[src/rtl/sweep_learn_ctrl.sv]
// Learn-mode sweep initiator: steps the DDS through NUM_STEPS codes and stores peak-to-peak ADC amplitude per step.
// Optional macro SWEEP_TIMEOUT_EN enables the freq_code acknowledge timeout (sticky err plus abort).
module sweep_learn_ctrl #(
    parameter int NUM_STEPS    = 256,
    parameter int ADDR_W       = 8,
    parameter int START_CODE   = 4,
    parameter int SETTLE_CYC   = 50000,
    parameter int MEAS_SAMPLES = 1024,
    parameter int PULSE_LEN    = 4,
    parameter int ACK_TIMEOUT  = 1000
) (
    input  logic              clk_50m,
    input  logic              rst_n,
    input  logic              start,
    input  logic              abort,
    input  logic [15:0]       freq_code,
    input  logic [9:0]        adc_data,
    input  logic              adc_valid,
    output logic              learn_en,
    output logic              next_freq,
    output logic              busy,
    output logic              done,
    output logic              err,
    output logic              res_we,
    output logic [ADDR_W-1:0] res_addr,
    output logic [10:0]       res_data
);

    localparam int CYC_W = $clog2(SETTLE_CYC + 1);
    localparam int SMP_W = $clog2(MEAS_SAMPLES + 1);
    localparam int PLS_W = $clog2(PULSE_LEN + 1);
    localparam int ACK_W = $clog2(ACK_TIMEOUT + 1);

    typedef enum logic [3:0] {
        S_IDLE, S_ENTER, S_SETTLE, S_MEASURE, S_STORE,
        S_STEP, S_PULSE, S_WAIT, S_FINISH
    } state_t;

    state_t             state;
    logic [ADDR_W-1:0]  step;
    logic [CYC_W-1:0]   cyc_cnt;
    logic [SMP_W-1:0]   smp_cnt;
    logic [PLS_W-1:0]   pls_cnt;
    logic [ACK_W-1:0]   ack_cnt;
    logic [15:0]        cap_code;
    logic signed [9:0]  max_s;
    logic signed [9:0]  min_s;
    logic signed [9:0]  adc_s;
    logic [10:0]        p2p;

    // adc_valid qualifies adc_data for exactly one cycle; there is no back-pressure,
    // so every valid sample seen in MEASURE is consumed and all others are dropped.
    assign adc_s = adc_data;
    // Sign-extended difference; max >= min so the result always fits 0..1023.
    assign p2p = {max_s[9], max_s} - {min_s[9], min_s};

    always_ff @(posedge clk_50m or negedge rst_n) begin
        if (!rst_n) begin
            state     <= S_IDLE;
            step      <= '0;
            cyc_cnt   <= '0;
            smp_cnt   <= '0;
            pls_cnt   <= '0;
            ack_cnt   <= '0;
            cap_code  <= '0;
            max_s     <= '0;
            min_s     <= '0;
            learn_en  <= 1'b0;
            next_freq <= 1'b0;
            busy      <= 1'b0;
            done      <= 1'b0;
            err       <= 1'b0;
            res_we    <= 1'b0;
            res_addr  <= '0;
            res_data  <= '0;
        end else begin
            res_we <= 1'b0;
            done   <= 1'b0;
            if (state != S_IDLE && abort) begin
                learn_en  <= 1'b0;
                next_freq <= 1'b0;
                busy      <= 1'b0;
                state     <= S_IDLE;
            end else begin
                case (state)
                    S_IDLE: begin
                        if (start && !abort) begin
                            learn_en <= 1'b1;
                            busy     <= 1'b1;
                            err      <= 1'b0;
                            step     <= '0;
                            ack_cnt  <= '0;
                            state    <= S_ENTER;
                        end
                    end
                    S_ENTER: begin
                        if (freq_code == 16'(START_CODE)) begin
                            cyc_cnt <= '0;
                            state   <= S_SETTLE;
                        end
`ifdef SWEEP_TIMEOUT_EN
                        else if (ack_cnt == ACK_W'(ACK_TIMEOUT - 1)) begin
                            err      <= 1'b1;
                            learn_en <= 1'b0;
                            busy     <= 1'b0;
                            state    <= S_IDLE;
                        end
`endif
                        else if (ack_cnt != ACK_W'(ACK_TIMEOUT)) begin
                            ack_cnt <= ack_cnt + ACK_W'(1);
                        end
                    end
                    S_SETTLE: begin
                        if (cyc_cnt == CYC_W'(SETTLE_CYC - 1)) begin
                            smp_cnt <= '0;
                            state   <= S_MEASURE;
                        end else begin
                            cyc_cnt <= cyc_cnt + CYC_W'(1);
                        end
                    end
                    S_MEASURE: begin
                        if (adc_valid) begin
                            if (smp_cnt == '0) begin
                                max_s <= adc_s;
                                min_s <= adc_s;
                            end else begin
                                if (adc_s > max_s) max_s <= adc_s;
                                if (adc_s < min_s) min_s <= adc_s;
                            end
                            if (smp_cnt == SMP_W'(MEAS_SAMPLES - 1)) begin
                                state <= S_STORE;
                            end else begin
                                smp_cnt <= smp_cnt + SMP_W'(1);
                            end
                        end
                    end
                    S_STORE: begin
                        res_we   <= 1'b1;
                        res_addr <= step;
                        res_data <= p2p;
                        if (step == ADDR_W'(NUM_STEPS - 1)) begin
                            state <= S_FINISH;
                        end else begin
                            step  <= step + ADDR_W'(1);
                            state <= S_STEP;
                        end
                    end
                    S_STEP: begin
                        cap_code  <= freq_code;
                        next_freq <= 1'b1;
                        pls_cnt   <= '0;
                        state     <= S_PULSE;
                    end
                    S_PULSE: begin
                        // The controller double-flops next_freq, so the pulse is held PULSE_LEN cycles.
                        if (pls_cnt == PLS_W'(PULSE_LEN - 1)) begin
                            next_freq <= 1'b0;
                            ack_cnt   <= '0;
                            state     <= S_WAIT;
                        end else begin
                            pls_cnt <= pls_cnt + PLS_W'(1);
                        end
                    end
                    S_WAIT: begin
                        if (freq_code != cap_code) begin
                            cyc_cnt <= '0;
                            state   <= S_SETTLE;
                        end
`ifdef SWEEP_TIMEOUT_EN
                        else if (ack_cnt == ACK_W'(ACK_TIMEOUT - 1)) begin
                            err      <= 1'b1;
                            learn_en <= 1'b0;
                            busy     <= 1'b0;
                            state    <= S_IDLE;
                        end
`endif
                        else if (ack_cnt != ACK_W'(ACK_TIMEOUT)) begin
                            ack_cnt <= ack_cnt + ACK_W'(1);
                        end
                    end
                    S_FINISH: begin
                        learn_en <= 1'b0;
                        busy     <= 1'b0;
                        done     <= 1'b1;
                        state    <= S_IDLE;
                    end
                    default: state <= S_IDLE;
                endcase
            end
        end
    end

endmodule

[config.mk]
export PLATFORM = sky130hd
export DESIGN_NAME = sweep_learn_ctrl
export DESIGN_NICKNAME = d
export VERILOG_FILES = /design/src/rtl/sweep_learn_ctrl.sv
export SDC_FILE = /design/constraint.sdc
export NUM_CORES = 1
export LEC_CHECK = 0
export ABC_AREA = 1
export CORE_ASPECT_RATIO = 1.5
export CORE_MARGIN = 2
export CORE_UTILIZATION = 50
export CTS_CLUSTER_DIAMETER = 200
export DETAILED_ROUTE_END_ITERATION = 12
export PLACE_DENSITY = 0.81
export SLEW_MARGIN = 40
export SYNTH_ARGS = -nofsm -noshare
export SYNTH_HDL_FRONTEND = slang
export SYNTH_SLANG_ARGS = --single-unit
export TNS_END_PERCENT = 20
[constraint.sdc]
create_clock -name clk_50m -period 1.6 [get_ports clk_50m]
set_input_delay 0.32 -clock clk_50m [delete_from_list [all_inputs] [get_ports clk_50m]]
set_output_delay 0.32 -clock clk_50m [all_outputs]
set_load 0.05 [all_outputs]
==> results.toml <==
[sta]
skew_ps = 7.44
fmax_mhz = 526
layout_min_cycle_time_ps = 1900
setup_viol = 68
hold_viol = 0
rsz0062_at_grt = "yes"
maxSlewViolCount = 0
final_min_period_over_clock_period_pct = 119
finalWorstSetupSlack_ps = -303

[grt]
grtUsageTotal_pct = 27.7
antenna_found_initial = 0
overflow = 0
grt_max_degree = 38
grt_pass1_wl_microns = 29600
grt_pass1_vias = 6579

[yosys]
synth_cell_types = 36
syn_area_sq_mm = 0.00633
syn-num-nets = 947
synthCells = 880
ys_seq_elements = 101
synth.avg_cell_area_sq_um = 7.19
ys_warn_count = 0
synth_seq_area_share_pct = 39.9

[min_path]
hold_path_class = "in2reg"

[route]
vias_per_cell = 5.47
wl_microns = 19600
drc = 0
drt_iter0_drc = 373
via_count = 6738
wl_per_cell_microns = 15.9
dr.pass1.iters = 5
ant_nets = 0

[setup_path]
cp.arrival_ps = 2190
path_class = "in2reg"
required_ps = 1880
worstSetupStartpointType = "primary input"
endpoint_kind = "register"
worstPathMaxFanout = 10

[final_layout]
drive_above_1_share_pct = 27.3
diodes = 0
final_area_sq_mm = 0.00895
utilization_pct = 71.9
syn2layout_area_growth_pct = 41.5
nets = 1138

[floorplan]
dieArea_sq_mm = 0.0136
rows = 50
core_sq_mm = 0.0124
num_io_pins = 56
dieHeight_microns = 142
die_w_microns = 95.9
start_util_pct = 50.8

[cts]
cts_tree = "done"
cts_buffers = 9
clkTransAtPathRegs_ps = 70
clock-sinks = 101
clk_latency_ps = 350
cts_max_level = 3
clk_path_buf_depth = 2
cts-root-buf = "clkbuf_16"

[power_and_ir_drop]
ir_worst_vdd_uv = 1770
power.leakage_nw = 4.55
powerDensity_mw_per_mm2 = 1790
p_total_mw = 16.0

[placement]
gp_congestion = 0.922
place_area_sq_mm = 0.00787
pre_cts_ws_ps = -650
dp_hpwl_microns = 12200
io_buffers = 54

[job]
maxCapViolCount = 0

[status]
violations = "setup timing"
status = "finished, violations left"
[power breakdown]
part / switching, mW / internal (mW) / total [mW]
sequential: 0.597 / 3.30 / 3.90
combinational: 5.41 / 4.26 / 9.67
clock: 1.05 / 1.38 / 2.43
total: 7.05 / 8.94 / 16.0
[what timing repair did]
action,4_1_cts,5_1_grt
hold endpoints to repair,13,0
resized for setup,78,82
pin swaps,19,19
setup endpoints to repair,77,95
setup buffers,14,12
gates cloned,3,1
hold buffers,1,0
[final timing paths]
kind | startpoint | endpoint | slack [ps] | cells past startpoint
min in group asynchronous | rst_n | cap_code[11] | 380 | 2
worst min-delay path | freq_code[4] | cap_code[4] | 310 | 3
max in group asynchronous | rst_n | smp_cnt[7] | 690 | 3
worst min register to register | res_addr[4] | res_addr[4] | 480 | 2
worst max-delay path | adc_data[1] | max_s[8] | -300 | 13
worst max register to register | state[3] | cyc_cnt[5] | -250 | 12
[synthesized netlist by cell type]
library cell | n | area, sq um
nand2_1 | 289 | 1080
conb_1 | 1 | 3.75
a21oi_1 | 19 | 95.1
nor2_2 | 2 | 12.5
nor3_1 | 16 | 80.1
nand3b_1 | 3 | 22.5
buf_6 | 2 | 22.5
nand4_1 | 14 | 87.6
clkbuf_2 | 1 | 5.00
xnor2_1 | 6 | 52.6
o21ai_1 | 4 | 20.0
a22o_1 | 1 | 8.76
and2_4 | 1 | 8.76
o31ai_1 | 1 | 7.51
o21a_1 | 2 | 15.0
or2_2 | 5 | 31.3
nor2_8 | 1 | 20.0
nor2_4 | 2 | 22.5
nor3_4 | 2 | 32.5
ha_1 | 35 | 438
o22ai_1 | 2 | 12.5
inv_1 | 118 | 443
o21ai_0 | 55 | 275
clkbuf_1 | 6 | 22.5
o21bai_1 | 2 | 15.0
nor2_1 | 72 | 270
mux2_2 | 4 | 45.0
nand2_2 | 3 | 18.8
dfrtp_1 | 101 | 2530
fa_1 | 1 | 20.0
buf_2 | 5 | 25.0
nor4_1 | 1 | 6.26
inv_2 | 3 | 11.3
xor2_1 | 14 | 123
buf_4 | 5 | 37.5
nand3_1 | 81 | 405
[routing by layer]
| metal | share of wire [%] | GRT usage [%] | vias to the layer above |
|---|---|---|---|
| li1 | - | - | 3167 |
| met1 | 35 | 30.5 | 3138 |
| met2 | 53 | 48.8 | 334 |
| met3 | 5.8 | 3.61 | 99 |
| met4 | 5.8 | 17.6 | 0 |
| met5 | 0 | 0 | - |
[final cells by class]
type                            instances  area (sq um)
Clock buffer                            9           225
Clock inverter                          7          96.3
Fill cell                             840          3490
Inverter                              121           457
Multi-Input combinational cell        639          3660
Sequential cell                       101          2530
Tap cell                              156           195
Timing Repair Buffer                  199          1800
[stage by stage]
stage	TNS [ps]	hold WS [ps]	cells
4_1_cts	-7680	387	1220
3_5_place_dp	-25040	213	1186
6_report	-11420	309	1232
2_1_floorplan	-255	24.4	880
3_3_place_gp	-23200	213	1186
5_1_grt	-17110	324	1232
[layout by cell type (no fill, tap or decap), drive strengths merged, types with 16 or more instances in the layout]
cell type and instances:
buf 168, clkdlybuf4s50 16, nor3 18, o21ai 59, a21oi 19, inv 124, nand3 81, nand2 292
dfrtp 101, nor2 77, ha 35
[flip-flops by register name, summed over array words and instances (netlist names)]
register   cells
cap_code      16
cyc_cnt       16
res_data      11
smp_cnt       11
max_s         10
min_s         10
res_addr       8
step           8
state          4
pls_cnt        3
busy           1
done           1
next_freq      1
res_we         1
[worst max-delay path, cell delays in order]
cell             delay [ps]
clkdlybuf4s50_1         500
ha_1                    380
inv_1                    60
o21bai_1                180
nand2_1                 100
nand3_2                  70
nand2_1                  50
nand2_1                  60
nand2_1                  60
nand2_2                  90
buf_6                   150
nand3_1                  70
nand2_1                  90
[kinds of logic after synthesis]
| kind of cell | after synthesis | share of synthesized area (%) |
|---|---|---|
| mux | 4 | 0.712 |
| other cells | 1 | 0.0593 |
| compound gates | 86 | 7.10 |
| xor+xnor | 20 | 2.77 |
| buf+inv | 140 | 8.96 |
| fa+ha+maj | 36 | 7.24 |
| simple gates | 492 | 33.2 |
| flops | 101 | 39.9 |
Power figures use the tool's default switching activity.
